[src/rtl/phase_sequencer_pkg.sv]
// Shared types and helpers for the phase sequencer and its phase timer.
package phase_sequencer_pkg;

    typedef enum logic [1:0] {
        ST_HALTED,
        ST_RUN,
        ST_DRAIN,
        ST_STEP
    } seq_state_e;

    localparam int unsigned PHASES_DEFAULT = 3;

    // Width of a phase index; never narrower than one bit.
    function automatic int unsigned idx_width(input int unsigned n);
        return (n > 1) ? $clog2(n) : 1;
    endfunction

endpackage

[src/rtl/phase_sequencer_timer.sv]
// Per-phase wait-state counter: loads the wait count on phase entry, counts it
// down, and flags the upcoming tick as committing once it is zero and ready is high.
module phase_timer
    import phase_sequencer_pkg::*;
#(
    parameter int unsigned WAIT_W = 4
) (
    input  logic              clk,
    input  logic              reset,
    input  logic              active,
    input  logic              enter,
    input  logic [WAIT_W-1:0] wait_val,
    input  logic              ready,
    output logic              commit_d
);

    logic [WAIT_W-1:0] cnt_q;
    logic [WAIT_W-1:0] cnt_d;

    // Values describe the tick about to start, so the sequencer can register
    // its strobe alongside the phase enable. ready only matters once cnt_d is 0.
    always_comb begin
        cnt_d = '0;
        if (active) begin
            if (enter) begin
                cnt_d = wait_val;
            end else if (cnt_q != '0) begin
                cnt_d = cnt_q - WAIT_W'(1);
            end
        end
        commit_d = active && (cnt_d == '0) && ready;
    end

    always_ff @(posedge clk or negedge reset) begin
        if (!reset) begin
            cnt_q <= '0;
        end else begin
            cnt_q <= cnt_d;
        end
    end

endmodule

[src/rtl/phase_sequencer.sv]
// Phase sequencer: one-hot phase enables and commit strobes with wait states,
// ready stretching, run/halt/single-step control and a machine-cycle counter.
module phase_sequencer
    import phase_sequencer_pkg::*;
#(
    parameter int unsigned PHASES   = PHASES_DEFAULT,
    parameter int unsigned WAIT_W   = 4,
    parameter int unsigned CYCLE_W  = 32,
    parameter bit          AUTO_RUN = 1'b1
) (
    input  logic                          clk,
    input  logic                          reset,
    input  logic                          run,
    input  logic                          step,
    input  logic                          ready,
    input  logic [PHASES*WAIT_W-1:0]      wait_cycles,
    output logic [PHASES-1:0]             phase_en,
    output logic [PHASES-1:0]             phase_strb,
    output logic [idx_width(PHASES)-1:0]  phase_idx,
    output logic                          cycle_end,
    output logic                          running,
    output logic                          halted,
    output logic [CYCLE_W-1:0]            cycle_count
);

    localparam int unsigned      IDX_W       = idx_width(PHASES);
    localparam logic [IDX_W-1:0] LAST_IDX    = IDX_W'(PHASES - 1);
    localparam seq_state_e       RESET_STATE = AUTO_RUN ? ST_RUN : ST_HALTED;

    seq_state_e         state_q, state_d;
    logic               active_q;
    logic [IDX_W-1:0]   phase_idx_q, phase_idx_d;
    logic [PHASES-1:0]  phase_en_q, phase_en_d;
    logic [PHASES-1:0]  phase_strb_q, phase_strb_d;
    logic               cycle_end_q, cycle_end_d;
    logic [CYCLE_W-1:0] cycle_count_q, cycle_count_d;

    logic               go;
    logic               boundary;
    logic               enter;
    logic               commit_d;
    logic [WAIT_W-1:0]  wait_sel;

    // Control decisions are made at each edge for the tick that follows it;
    // a halt is only taken when the tick just finished closed a machine cycle.
    always_comb begin
        state_d  = state_q;
        go       = 1'b0;
        boundary = !active_q || cycle_end_q;
        case (state_q)
            ST_HALTED: begin
                if (run) begin
                    state_d = ST_RUN;
                    go      = 1'b1;
                end else if (step) begin
                    state_d = ST_STEP;
                    go      = 1'b1;
                end
            end
            ST_RUN: begin
                if (run) begin
                    go = 1'b1;
                end else if (boundary) begin
                    state_d = ST_HALTED;
                end else begin
                    state_d = ST_DRAIN;
                    go      = 1'b1;
                end
            end
            ST_DRAIN, ST_STEP: begin
                if (run) begin
                    state_d = ST_RUN;
                    go      = 1'b1;
                end else if (boundary) begin
                    state_d = ST_HALTED;
                end else begin
                    go = 1'b1;
                end
            end
            default: state_d = ST_HALTED;
        endcase

        enter       = 1'b0;
        phase_idx_d = '0;
        if (go) begin
            if (!active_q) begin
                enter = 1'b1;
            end else if (|phase_strb_q) begin
                enter       = 1'b1;
                phase_idx_d = (phase_idx_q == LAST_IDX) ? '0 : phase_idx_q + IDX_W'(1);
            end else begin
                phase_idx_d = phase_idx_q;
            end
        end

        wait_sel      = wait_cycles[phase_idx_d*WAIT_W +: WAIT_W];
        phase_en_d    = go ? (PHASES'(1) << phase_idx_d) : '0;
        cycle_count_d = cycle_count_q + CYCLE_W'(cycle_end_q);
    end

    always_comb begin
        phase_strb_d = commit_d ? phase_en_d : '0;
        cycle_end_d  = phase_strb_d[PHASES-1];
    end

    phase_timer #(
        .WAIT_W(WAIT_W)
    ) u_timer (
        .clk      (clk),
        .reset    (reset),
        .active   (go),
        .enter    (enter),
        .wait_val (wait_sel),
        .ready    (ready),
        .commit_d (commit_d)
    );

    always_ff @(posedge clk or negedge reset) begin
        if (!reset) begin
            state_q       <= RESET_STATE;
            active_q      <= 1'b0;
            phase_idx_q   <= '0;
            phase_en_q    <= '0;
            phase_strb_q  <= '0;
            cycle_end_q   <= 1'b0;
            cycle_count_q <= '0;
        end else begin
            state_q       <= state_d;
            active_q      <= go;
            phase_idx_q   <= phase_idx_d;
            phase_en_q    <= phase_en_d;
            phase_strb_q  <= phase_strb_d;
            cycle_end_q   <= cycle_end_d;
            cycle_count_q <= cycle_count_d;
        end
    end

    assign phase_en    = phase_en_q;
    assign phase_strb  = phase_strb_q;
    assign phase_idx   = phase_idx_q;
    assign cycle_end   = cycle_end_q;
    assign cycle_count = cycle_count_q;
    assign halted      = (state_q == ST_HALTED);
    assign running     = (state_q != ST_HALTED);

endmodule

[config.mk]
export PLATFORM = sky130hd
export DESIGN_NAME = phase_sequencer
export DESIGN_NICKNAME = d
export VERILOG_FILES = /design/src/rtl/phase_sequencer_pkg.sv /design/src/rtl/phase_sequencer_timer.sv /design/src/rtl/phase_sequencer.sv
export SDC_FILE = /design/constraint.sdc
export NUM_CORES = 1
export LEC_CHECK = 0
export CORE_ASPECT_RATIO = 1.4
export CORE_UTILIZATION = 40
export DETAILED_ROUTE_END_ITERATION = 8
export GPL_ROUTABILITY_DRIVEN = 0
export PLACE_DENSITY = 0.7
export SYNTH_ARGS = -nofsm -noshare
export SYNTH_HDL_FRONTEND = slang
export SYNTH_SLANG_ARGS = --single-unit
export TNS_END_PERCENT = 5
[constraint.sdc]
create_clock -name clk -period 2.5 [get_ports clk]
set_input_delay 0.75 -clock clk [delete_from_list [all_inputs] [get_ports clk]]
set_output_delay 0.75 -clock clk [all_outputs]
set_load 0.01 [all_outputs]
### Yosys cells after proc, flatten, opt, wreduce, memory -nomap -nowiden

Cells that the tools add are included.

| cells by class | value |
|---|---|
| $add $sub $neg | 3 |
| eq/ne operators | 7 |
| shift-type cells | 2 |
| multiplexer cells | 24 |
| reductions and logical operators | 12 |

Operators with widths:

| cell | count |
|---|---|
| $add A32 B1 Y32 | 1 |
| $mux W2 | 10 |
| $mux W4 | 3 |
| $shiftx A12 B5 Y4 | 1 |
| $mux W1 | 7 |
| $eq A2 B2 Y1 const B | 3 |
| $mux W3 | 2 |
| $ne A3 B3 Y1 const B | 2 |
| $pmux W2 S3 | 1 |
| $reduce_or A3 Y1 | 2 |
| $logic_not A4 Y1 | 1 |
| $reduce_bool A4 Y1 | 1 |
| $sub A4 B1 Y4 const B | 1 |
| $reduce_and A3 Y1 | 1 |
| $shl A1 B2 Y3 const A | 1 |
| $add A2 B1 Y2 const B | 1 |
| $eq A2 B1 Y1 const B | 1 |
| $logic_and A1 B1 Y1 | 2 |
| $logic_not A2 Y1 | 1 |
| $ne A2 B2 Y1 const B | 1 |
| $pmux W1 S2 | 1 |
| $reduce_bool A2 Y1 | 1 |
| $reduce_or A2 Y1 | 1 |
| $logic_not A1 Y1 | 1 |
| $logic_or A1 B1 Y1 | 1 |

| word-level totals | value |
|---|---|
| bits in registers | 48 |
| output and inout port bits | 43 |

### Logic depth before layout (Yosys ltp)

Gate-level depths: netlist of the first run.

| depth | value |
|---|---|
| word-level depth | 13 |
| mapped depth | 7 |

### Modules after synthesis

From an unflattened synthesis of the first run, not the netlist that was laid out.

| second synthesis, totals | value |
|---|---|
| cells, all modules | 205 |
| area total of the unflattened synthesis | 2268.4 um^2 |

Modules (own cells, without submodules):

| module | instances | cells each | area an instance (um^2) | seq. area each (um^2) |
|---|---|---|---|---|
| phase_sequencer | 1 | 181 | 2047.0 | 1077.3 |
| phase_timer | 1 | 24 | 221.5 | 100.1 |

### Least setup slack after synthesis of the first run

Ideal clock, no wire load.

| timing path | value |
|---|---|
| path kind | input to register |
| from | in step |
| to | reg cycle_end_q, in the netlist cycle_end |
| library setup time | 0.142 ns |
| arrival | 1.860 ns |
| data required time | 2.358 ns |
| path slack | 0.498 ns |
| cell stages on the path | 5 |
| path buffers | 0 |
| cell sequence | nor3b_4 > o31a_1 > a21oi_1 > o31ai_1 > nor4_1 |

| between the ends | value |
|---|---|
| word-level cells in the longest chain between the ends | 11 |
| elaborated cells between the ends (all ways) | 14 |

RTL lines:

| item | RTL line | text |
|---|---|---|
| from (decl) | phase_sequencer.sv:14 | `input logic step,` |
| $mux W1 * | phase_sequencer.sv:55 | `end else if (step) begin` |
| $mux W1 * | phase_sequencer.sv:52 | `if (run) begin` |
| $pmux W1 S2 * | phase_sequencer.sv:50 | `case (state_q)` |
| $mux W2 | phase_sequencer.sv:85 | `if (go) begin` |
| $shiftx A12 B5 Y4 | phase_sequencer.sv:96 | `wait_sel = wait_cycles[phase_idx_d*WAIT_W +: WAIT_W];` |
| $mux W4 | phase_sequencer_timer.sv:25 | `if (enter) begin` |
| $mux W4 * | phase_sequencer_timer.sv:24 | `if (active) begin` |
| named net u_timer.cnt_d[3] | phase_sequencer_timer.sv:18 | `logic [WAIT_W-1:0] cnt_d;` |
| $logic_not A4 Y1 * | phase_sequencer_timer.sv:31 | `commit_d = active && (cnt_d == '0) && ready;` |
| $logic_and A1 B1 Y1 * (2 in series) | phase_sequencer_timer.sv:31 |  |
| $mux W3 * | phase_sequencer.sv:102 | `phase_strb_d = commit_d ? phase_en_d : '0;` |
| named net phase_strb_d[2] | phase_sequencer.sv:34 | `logic [PHASES-1:0] phase_strb_q, phase_strb_d;` |
| to (signal assigned) | phase_sequencer.sv:133 | `cycle_end_q <= cycle_end_d;` |
| to (decl) | phase_sequencer.sv:35 | `logic cycle_end_q, cycle_end_d;` |

Mark *: on every way through the listed nets, which the timed path passes. The rest lies on a longest branch.
A chain may end at the register's enable or synchronous reset.

### Final worst setup path of the first run

| timing path | value |
|---|---|
| from | reg state_q[1] |
| to | out halted |

| between the ends | value |
|---|---|
| word-level cells in the longest chain between the ends | 1 |

RTL lines:

| item | RTL line | text |
|---|---|---|
| from (decl) | phase_sequencer.sv:30 | `seq_state_e state_q, state_d;` |
| from (signal assigned) | phase_sequencer.sv:128 | `state_q <= state_d;` |
| $logic_not A2 Y1 | phase_sequencer.sv:143 | `assign halted = (state_q == ST_HALTED);` |
| to (decl) | phase_sequencer.sv:22 | `output logic halted,` |

No other way between the ends.

==> run summary, run 1 <==
The clock insertion delay at the later pin of the skew report came out at 0.29 ns. The via count of the first global-routing pass is 1894. In the final layout, the share of cells above drive strength 1 is 0.126.

The tightest slew margin relative to the limit came out at 0.687. The flow ran to the end, and the final reports show no timing, DRC or antenna violations. The number of buffers inserted by post-CTS setup repair came out at 0.

The met2 wirelength from detailed routing came out at 2.72 mm. The number of buffer and inverter stages on the critical path came out at 2. The synthesized area divided by synthesized cell count came out at 10.8 um2. The final core utilization came out at 0.571.

The maximum operating frequency is 410 MHz. The overall routing resource usage is 0.183. The count of unique library cells instantiated by Yosys is 47.

The largest single stage delay on the critical path is 0.55 ns. After synthesis, the cell types taking the most area are sky130_fd_sc_hd__dfrtp_1, sky130_fd_sc_hd__xnor2_1, sky130_fd_sc_hd__xor2_1. The number of vias after detailed routing is 1903. In the finished design, the share of the clock period the worst path needs comes to 0.975. The tightest min-delay check is of the in2async type.

The power density over the cells is 760 nW/um2. The first-pass GRT wire length is 8.65 mm. The leakage dissipation is 1.40 nW. TritonCTS built the clock tree.

The number of nets in the synthesized netlist is 241. The layout-stage area growth over the synthesis result came out at 35.0%. The average routed wire per standard cell came out at 14.2 um. The die is 67.1 um wide. The slowest stage of the critical path belongs to the cell sky130_fd_sc_hd__clkdlybuf4s50_1. The iteration count of the initial detailed-routing pass came out at 4.

The die covers 6250 um2. Dividing the detail-routed via count by the number of cells gives 5.27. The worst setup path is launched from a register. The portion of the post-synthesis area used by sequential elements came out at 0.496. The initial DRC count came out at 64. The length of routed met3 wiring is 210 um. After detailed routing, no signal wire sits above met4. Entering global routing, the biggest net connects 32 pins.

The number of core rows came out at 32. The routed length on met1 came out at 2.12 mm. The number of antenna diodes in the final layout is 0. The detailed-route DRC error count came out at 0. The number of enable-type register cells in the synthesized netlist came out at 0. The hold violation total from the final report came out at 0. STA classifies the critical path endpoint as an output port. Clock tree synthesis found a total of 47 sinks.

The max-slew violation count is 0. Of all nets on the critical path, the largest fanout is 4. Synthesis handed over a netlist of 220 instances.

The critical path goes through or2_4 -> inv_1 -> clkdlybuf4s50_1. The initial antenna violation count came out at 0. Hold timing on the final database bottoms out at a slack of 0.378 ns. The maximum level of the CTS H-tree came out at 2. The final setup violation count came out at 0. Among all flip-flop cells after synthesis, the most frequent one is sky130_fd_sc_hd__dfrtp_1.

After synthesis the cells add up to 2370 um2. The total of fill cells in the finished design came out at 506. The Yosys warning count came out at 0. The critical setup path kind is reg2out. The data arrival time at the worst-slack endpoint is 1.69 ns.

Buffers inserted during clock tree synthesis total 5. The y dimension of the die is 93.1 um. The half-perimeter wire length after placement came out at 4.00 mm. The maximum vdd drop is 699 uV. The max-cap violation count is 0. The biggest area contributor in the post-synthesis netlist is sky130_fd_sc_hd__dfrtp_1. The top-area cell type share of the netlist area came out at 0.485.

For this run the aggregate overflow at the end of global routing stands at 0. The total I/O pin count is 60. The register clock-pin slew on the reported worst setup and hold paths is 0.08 ns. The setup clock skew after layout is 0.00491 ns. At the worst endpoint, the required time is 1.75 ns. Grouping stages by cell kind, the critical path spends the most delay in buffers and inverters. The core box area is 5610 um2. For this configuration, the core starts out at a cell density of 0.423. The remaining antenna violation count is 0. Setup repair after global routing left no endpoint under its margin.

Counting flops and latches in the post-synthesis netlist gives 47. The shortest period the worst path allows is 2.44 ns. At the end of the flow, the number of nets in the layout was 315. The tree is rooted in a sky130_fd_sc_hd__clkbuf_8. The total of buffers placed on input and output ports came out at 59. The largest buffer count on any clock path is 2. Summed over all layers, the routed wires come to 5.14 mm. The transition time at the pin with the least slew margin is 0.466 ns.

In the synthesized netlist the async set-or-reset flop fraction comes to 1.00.
-- flip-flops by register name (all words and copies together) (netlist names) --
| signal | cells |
|---|---|
| phase_en | 3 |
| cycle_count | 32 |
| cycle_end | 1 |
| phase_strb | 2 |
| phase_idx | 2 |
| active_q | 1 |
| u_timer.cnt_q | 4 |
| state_q | 2 |
-- repair_timing --
item | in CTS | in global routing
hold endpoints to repair | 0 | 0
endpoints found under the setup margin | 1 | 1
hold buffers | 0 | 0
resized for setup | 1 | 1
-- report_power, final --
part / total [mW] / switching (mW) / leakage [nW] / internal (mW)
clock network: 0.410 / 0.223 / 0.0371 / 0.187
logic: 1.10 / 0.559 / 0.732 / 0.538
registers: 0.926 / 0.0801 / 0.635 / 0.845
-- final cells by class --
type                    count  area [um2]  area share
flip-flops and latches     47        1180       0.368
multi-input cells         162        1150       0.360
repair buffers             71         688       0.215
well taps                  68        85.1      0.0266
clock buffers               6        72.6      0.0227
inverters                   7        26.3     0.00821
-- per-stage QoR --
stage	setup TNS, ns	total power [mW]	cells	instance area, um2	worst slack [ns]
after floorplan	0	1.60	220	2370	0.498
after global placement	0	2.02	355	3130	0.0303
after detailed placement	-0.109	2.03	355	3130	-0.0460
after CTS	0	2.45	361	3200	0.0299
after global routing	0	2.61	361	3200	0.00305
final	0	2.43	361	3200	0.0614
-- layer usage --
layer | GRT usage | vias up
met5 | 0 | -
met4 | 0.0567 | 0
li1 | - | 922
met1 | 0.205 | 912
met2 | 0.338 | 60
met3 | 0.0329 | 9
-- synth_stat cells (all sizes together) (3+ instances only) --
cell type   n
xnor2      20
a21oi      12
mux2i       6
nand3       9
xor2       11
ha          4
and3        5
nand3b      3
nand2      24
inv         7
nor3        6
nand4       8
o31ai       8
dfrtp      46
a211oi      3
nor4        5
nor2       15
-- cells in the final DEF, fill, tap and decap left out, types with 7 or more instances in the layout --
cell / n
sky130_fd_sc_hd__clkdlybuf4s50_1: 58
sky130_fd_sc_hd__dfrtp_1: 45
sky130_fd_sc_hd__nand2_1: 24
sky130_fd_sc_hd__xnor2_1: 20
sky130_fd_sc_hd__nor2_1: 15
sky130_fd_sc_hd__xor2_1: 11
sky130_fd_sc_hd__buf_4: 11
sky130_fd_sc_hd__a21oi_1: 10
sky130_fd_sc_hd__nand3_1: 9
sky130_fd_sc_hd__o31ai_1: 8
sky130_fd_sc_hd__nand4_1: 8
sky130_fd_sc_hd__inv_1: 7
-- kinds of logic (layout without fill, tap and decap cells) --
group	count (synthesis)	in the layout	synth area share
AND/OR/NAND/NOR	90	90	0.213
XOR/XNOR	31	31	0.114
buffers and inverters	11	84	0.0195
adder cells (fa/ha/maj)	4	4	0.0211
AO/OA/AOI/OAI	30	30	0.104
flip-flops	47	47	0.496
multiplexers	7	7	0.0316
-- worst paths after layout --
kind	start	end	slack, ns	cells past startpoint
worst max-delay path	state_q[1]	halted	0.06	3
min in group clk	cycle_count[28]	cycle_count[28]	0.50	1
max in group asynchronous	reset	state_q[0]	1.55	2
worst max register to register	cycle_end	cycle_count[28]	0.37	7
worst min register to register	cycle_count[28]	cycle_count[28]	0.50	1
worst min-delay path	reset	cycle_count[21]	0.38	1
Note: power is estimated with default switching activity, not from simulation.
==> inputs of run 2 (changes only) <==
Settings changed: CTS_BUF_LIST set to sky130_fd_sc_hd__clkbuf_4 sky130_fd_sc_hd__clkbuf_8.
==> run summary, run 2 (synthesis gave the netlist of run 1 again) <==
The area of the die came out at 6250 um2 (unchanged). The iteration count of the initial detailed-routing pass is 4 (unchanged). CTS placed an instance of sky130_fd_sc_hd__clkbuf_8 at the clock tree root.

The power density over the cells came out at 762 nW/um2 (+0.34%). The library cell used most frequently in the layout, excluding fill and tap cells, is sky130_fd_sc_hd__clkdlybuf4s50_1. The remaining antenna violation count is 0 (unchanged). The total of buffers placed on input and output ports came to 59 (unchanged). The placed cell count was 355 (unchanged).

The starting density of the core came out at 0.423 (unchanged). The largest buffer count on any clock path came to 2 (unchanged). The average routed wire per standard cell is 14.2 um (about the same).

The clock insertion delay at the later pin of the skew report is 0.29 ns (about the same). The kind of launch point of the worst setup path is a register. The die width came out at 67.1 um (unchanged). The overall routing resource usage came out at 0.183 (unchanged). The max-cap violation count came out at 0 (unchanged). The part of the power in registers is 0.379 (-0.002).

The layout-stage area growth over the synthesis result is 35.1%. The endpoint class of the critical path is an output port. The number of clock buffers inserted by TritonCTS came out at 5 (unchanged). The register clock-pin slew on the reported worst setup and hold paths is 0.08 ns (about the same). The post-cts gate resize count is 1 (unchanged). The run finished with clean final reports. The ratio of routed vias to standard cells is 5.29 (+0.32%).

The shortest period the worst path allows came out at 2.44 ns (+0.00463 ns). The maximum level of the CTS H-tree is 2 (unchanged). The final cell count without fillers came out at 361 (unchanged). The internal power of the cells came to 1.58 mW (+0.69%). The half-perimeter wire length after placement is 4.00 mm (unchanged). The number of core rows is 32 (unchanged). The first-pass GRT wire length is 8.65 mm (unchanged). The tightest slew margin relative to the limit was 0.687 (about the same). The y dimension of the die is 93.1 um (unchanged).

The largest net degree at the start of global routing came out at 32 (unchanged). The sum of negative setup slack is 0 ns (unchanged). The antenna cell count is 0 (unchanged).

The number of vias after detailed routing is 1909 (+0.32%). The number of buffers inserted by post-CTS setup repair was 0 (unchanged). The core box area came out at 5610 um2 (unchanged). The largest stage delay on the critical path came to 0.55 ns (about the same).

The clock sink count was 47 (unchanged). The relative contribution of combinational cells to total power came out at 0.449 (-0.002). The detailed-route DRC error count came out at 0 (unchanged). In the layout the commonest cells are sky130_fd_sc_hd__clkdlybuf4s50_1, sky130_fd_sc_hd__dfrtp_1, sky130_fd_sc_hd__nand2_1, sky130_fd_sc_hd__xnor2_1, sky130_fd_sc_hd__nor2_1. The hold violation total from the final report came out at 0 (unchanged). The fraction of layout cells with a size suffix above 1 came out at 0.130 (+0.00341). The initial antenna violation count is 0 (unchanged). The switching power came out at 0.863 mW (about the same). The final wirelength came to 5.13 mm (about the same). The maximum vdd drop came out at 699 uV (about the same). The transition time at the pin with the least slew margin came out at 0.466 ns (-0.00000143 ns). The post-route total power is 2.44 mW (+0.46%). The number of flip-flops under the largest register name is 32 (unchanged). The via count of the first global-routing pass is 1894 (unchanged). The min-delay analysis places its worst path in the category in2async. The highest fanout seen on the critical path came out at 4 (unchanged). The final period utilization is 0.977 (+0.00185).

The maximum operating frequency is 409 MHz (-0.19%). The critical setup path kind is reg2out. The total I/O pin count is 60 (unchanged). The number of nets in the final layout is 315 (unchanged).

The setup clock skew after layout was 0.00373 ns (-0.00119 ns). The max-slew violation count is 0 (unchanged). The switching share of power is 0.353 (-0.00147). The data arrival time at the worst-slack endpoint is 1.69 ns (about the same). On the critical path, the stage with the largest delay is an instance of sky130_fd_sc_hd__clkdlybuf4s50_1.

The total grt overflow is 0 (unchanged). The initial DRC count is 63 (-1.6%). The final setup violation count came out at 0 (unchanged). Setup repair after global routing left no endpoint under its margin. The leakage dissipation is 1.41 nW (+0.24%).

The total of fill cells in the finished design is 506 (unchanged). TritonCTS built the clock tree. Walking the worst path, the cells encountered are or2_4 -> inv_1 -> clkdlybuf4s50_1.

The number of hold buffers added after CTS is 0 (unchanged). The required arrival time at the worst endpoint came out at 1.75 ns (about the same). The clock power share is 0.173 (+0.005).
run 2: cell counts in the layout (fill, tap and decap cells not counted):
Identical to the previous run, type by type.
run 2: routing by layer:
metal  track usage  share of wire
met2         0.338           0.53
met1         0.205           0.41
met3        0.0329          0.041
met4        0.0567          0.016
met5             0              0
run 2: cell type report:
cell class,instances,area [um2],area share
inverters,7,26.3,0.00820
multi-input cells,162,1150,0.359
well taps,68,85.1,0.0265
clock buffers,6,76.3,0.0238
flip-flops and latches,47,1180,0.368
repair buffers,71,688,0.215
run 2: power groups by stage:
stage	logic (mW)	clock network (mW)	registers [mW]
final	1.10	0.422	0.926
after global routing	1.21	0.472	0.938
after CTS	1.10	0.441	0.925
after detailed placement	1.09	0	0.934
after global placement	1.08	0	0.939
after floorplan	0.658	0	0.941
run 2: path summary, 6_finish.rpt:
path / from / end / slack (ns) / depth (start not counted)
min in group clk: cycle_count[6] / cycle_count[6] / 0.49 / 1
hold / removal: reset / cycle_count[21] / 0.38 / 1
setup / recovery: state_q[1] / halted / 0.06 / 3
hold reg to reg: cycle_count[6] / cycle_count[6] / 0.49 / 1
max in group asynchronous: reset / state_q[0] / 1.55 / 2
setup reg to reg: cycle_end / cycle_count[28] / 0.37 / 7
run 2: metrics by stage:
step | hold WS [ns] | util | instance area [um2] | worst slack (ns)
2_1_floorplan | 0.454 | - | 2370 | 0.498
3_3_place_gp | 0.462 | 0.558 | 3130 | 0.0303
3_5_place_dp | 0.478 | 0.558 | 3130 | -0.0460
4_1_cts | 0.380 | 0.572 | 3200 | 0.0297
5_1_grt | 0.393 | 0.572 | 3210 | 0.00313
6_report | 0.378 | 0.572 | 3210 | 0.0567
run 2: critical path, delay by kind of cell (launching register included):
kind          cells  cell delay (ns)
flops             1             0.45
simple gates      1             0.29
buf+inv           2             0.67
==> inputs of run 3 (changes only) <==
Settings changed: CTS_BUF_LIST sky130_fd_sc_hd__clkbuf_4 sky130_fd_sc_hd__clkbuf_8 to sky130_fd_sc_hd__clkbuf_8.
==> run summary, run 3 (synthesis gave the netlist of run 1 again) <==
The clock sink count is 47 (unchanged). The largest individual stage delay along the critical path comes from the cell sky130_fd_sc_hd__clkdlybuf4s50_1. The worst setup path is launched from a register. The total I/O pin count is 60 (unchanged). The endpoint class of the critical path is an output port. The total of buffers placed on input and output ports is 59 (unchanged). The post-placement worst setup slack came out at -0.0460 ns (unchanged). The clock insertion delay at the later pin of the skew report was 0.29 ns (about the same). The data arrival time at the worst-slack endpoint came out at 1.69 ns (about the same). The critical setup path kind is reg2out.

The cell at the root of the clock tree is sky130_fd_sc_hd__clkbuf_8. The antenna cell count was 0 (unchanged). The signal on the critical path passes through or2_4 -> inv_1 -> clkdlybuf4s50_1. The number of flip-flops under the largest register name came out at 32 (unchanged). The maximum level of the CTS H-tree is 2 (unchanged).

Setup repair after global routing left no endpoint under its margin. The required arrival time at the worst endpoint was 1.75 ns (about the same). The area of the die was 6250 um2 (unchanged). The highest fanout seen on the critical path is 4 (unchanged). The maximum vdd drop came out at 699 uV (about the same).

The largest net degree at the start of global routing came out at 32 (unchanged). The largest stage delay on the critical path came to 0.55 ns (about the same). The initial antenna violation count is 0 (unchanged). The via count of the first global-routing pass is 1894 (unchanged). The number of nets in the final layout came out at 315 (unchanged).

The shortest period the worst path allows is 2.44 ns (-0.00353 ns). The ratio of routed vias to standard cells was 5.27 (-0.26%). The y dimension of the die is 93.1 um (unchanged). The internal power of the cells is 1.57 mW (-0.94%). The starting density of the core came out at 0.423 (unchanged). The largest buffer count on any clock path came out at 2 (unchanged). The setup slack of the most critical reg-to-reg path is 0.37 ns (about the same).

The initial DRC count came out at 64 (+1.6%). The half-perimeter wire length after placement is 4.00 mm (unchanged). In this design, the largest share of critical-path delay is due to buffers and inverters.

The iteration count of the initial detailed-routing pass is 4 (unchanged). The detailed-route DRC error count came to 0 (unchanged). The final period utilization is 0.976 (-0.00141). The first-pass GRT wire length came out at 8.65 mm (unchanged). The clock power share is 0.167 (-0.006). The path class of the tightest hold or removal check is in2async. The number of clock buffers inserted by TritonCTS came out at 5 (unchanged). The relative contribution of combinational cells to total power came out at 0.452 (+0.003). The average routed wire per standard cell came out at 14.2 um (about the same). The slack of the critical path came to 0.0603 ns (+0.00353 ns). Leaving out fill and tap cells, the most frequent cell in the layout is sky130_fd_sc_hd__clkdlybuf4s50_1. In the layout the commonest cells are sky130_fd_sc_hd__clkdlybuf4s50_1, sky130_fd_sc_hd__dfrtp_1, sky130_fd_sc_hd__nand2_1, sky130_fd_sc_hd__xnor2_1, sky130_fd_sc_hd__nor2_1.

The core box area is 5610 um2 (unchanged). The maximum operating frequency is 410 MHz (+0.14%). TritonCTS built the clock tree. The register clock-pin slew on the reported worst setup and hold paths came out at 0.08 ns (about the same). The setup clock skew after layout is 0.00491 ns (+0.00118 ns). The leakage dissipation came out at 1.41 nW (about the same). The max-cap violation count is 0 (unchanged). The overall routing resource usage was 0.183 (unchanged). The run finished with clean final reports. The number of buffer and inverter stages on the critical path came to 2 (unchanged). The final setup violation count is 0 (unchanged). The tightest slew margin relative to the limit came to 0.687 (about the same). The sum of negative setup slack was 0 ns (unchanged). The remaining antenna violation count is 0 (unchanged).

The switching share of power came out at 0.355 (+0.00218). The fraction of layout cells with a size suffix above 1 came out at 0.126 (-0.00341). Relative to the synthesized area, the layout overhead comes to 35.0%. The max-slew violation count is 0 (unchanged).

The number of hold buffers added after CTS is 0 (unchanged). The total grt overflow is 0 (unchanged). The switching power came out at 0.863 mW (about the same).

The part of the power in registers came to 0.381 (+0.002). The hold violation total from the final report is 0 (unchanged). The die width came out at 67.1 um (unchanged). The power density over the cells came out at 759 nW/um2 (-0.49%). The number of vias after detailed routing came to 1904 (-0.26%). The final wirelength was 5.14 mm (about the same). The transition time at the pin with the least slew margin was 0.466 ns (+0.00000143 ns). The number of core rows was 32 (unchanged).
==> run 3: cell count changes in the layout (fill, tap and decap cells not counted), sizes merged <==
cell and delta:
clkbuf -1, inv +1
==> run 3: metal layers <==
| metal | GRT usage | vias to the layer above | wire length [um] |
|---|---|---|---|
| li1 | - | 922 | - |
| met1 | 0.205 | 913 | 2120 |
| met2 | 0.338 | 60 | 2730 |
| met3 | 0.0329 | 9 | 205 |
| met4 | 0.0567 | 0 | 82 |
| met5 | 0 | - | 0 |
==> run 3: area by class of cell <==
cell class | instances | area (um2)
multi-input cells | 162 | 1150
clock buffers | 5 | 68.8
clock inverters | 1 | 3.75
flip-flops and latches | 47 | 1180
well taps | 68 | 85.1
inverters | 7 | 26.3
fillers | 506 | 2400
repair buffers | 71 | 688
==> run 3: timing repair <==
item                                    CTS  global route
pin swaps                                 0             0
setup buffers                             0             0
gates resized for setup                   1             1
endpoints found under the setup margin    1             1
==> run 3: path summary, 6_finish.rpt <==
path / from / end / cells past startpoint
max in group asynchronous: reset / state_q[0] / 2
worst max-delay path: state_q[1] / halted / 3
worst min register to register: cycle_count[28] / cycle_count[28] / 1
worst min-delay path: reset / cycle_count[21] / 1
worst max register to register: cycle_end / cycle_count[28] / 7
min in group clk: cycle_count[28] / cycle_count[28] / 1
==> run 3: power by group through the flow <==
stage | combinational [mW] | clock, mW | sequential (mW)
after CTS | 1.10 | 0.426 | 0.925
final | 1.10 | 0.406 | 0.926
after floorplan | 0.658 | 0 | 0.941
after global routing | 1.21 | 0.457 | 0.938
after global placement | 1.08 | 0 | 0.939
after detailed placement | 1.09 | 0 | 0.934
==> run 3: per-stage QoR <==
step	instance area (um2)	hold slack, ns	util	std cells	power (mW)
detailed placement	3130	0.478	0.558	355	2.03
global placement	3130	0.462	0.558	355	2.02
finish	3200	0.378	0.571	361	2.43
floorplan	2370	0.454	-	220	1.60
CTS	3200	0.380	0.571	361	2.45
global route	3200	0.393	0.571	361	2.61
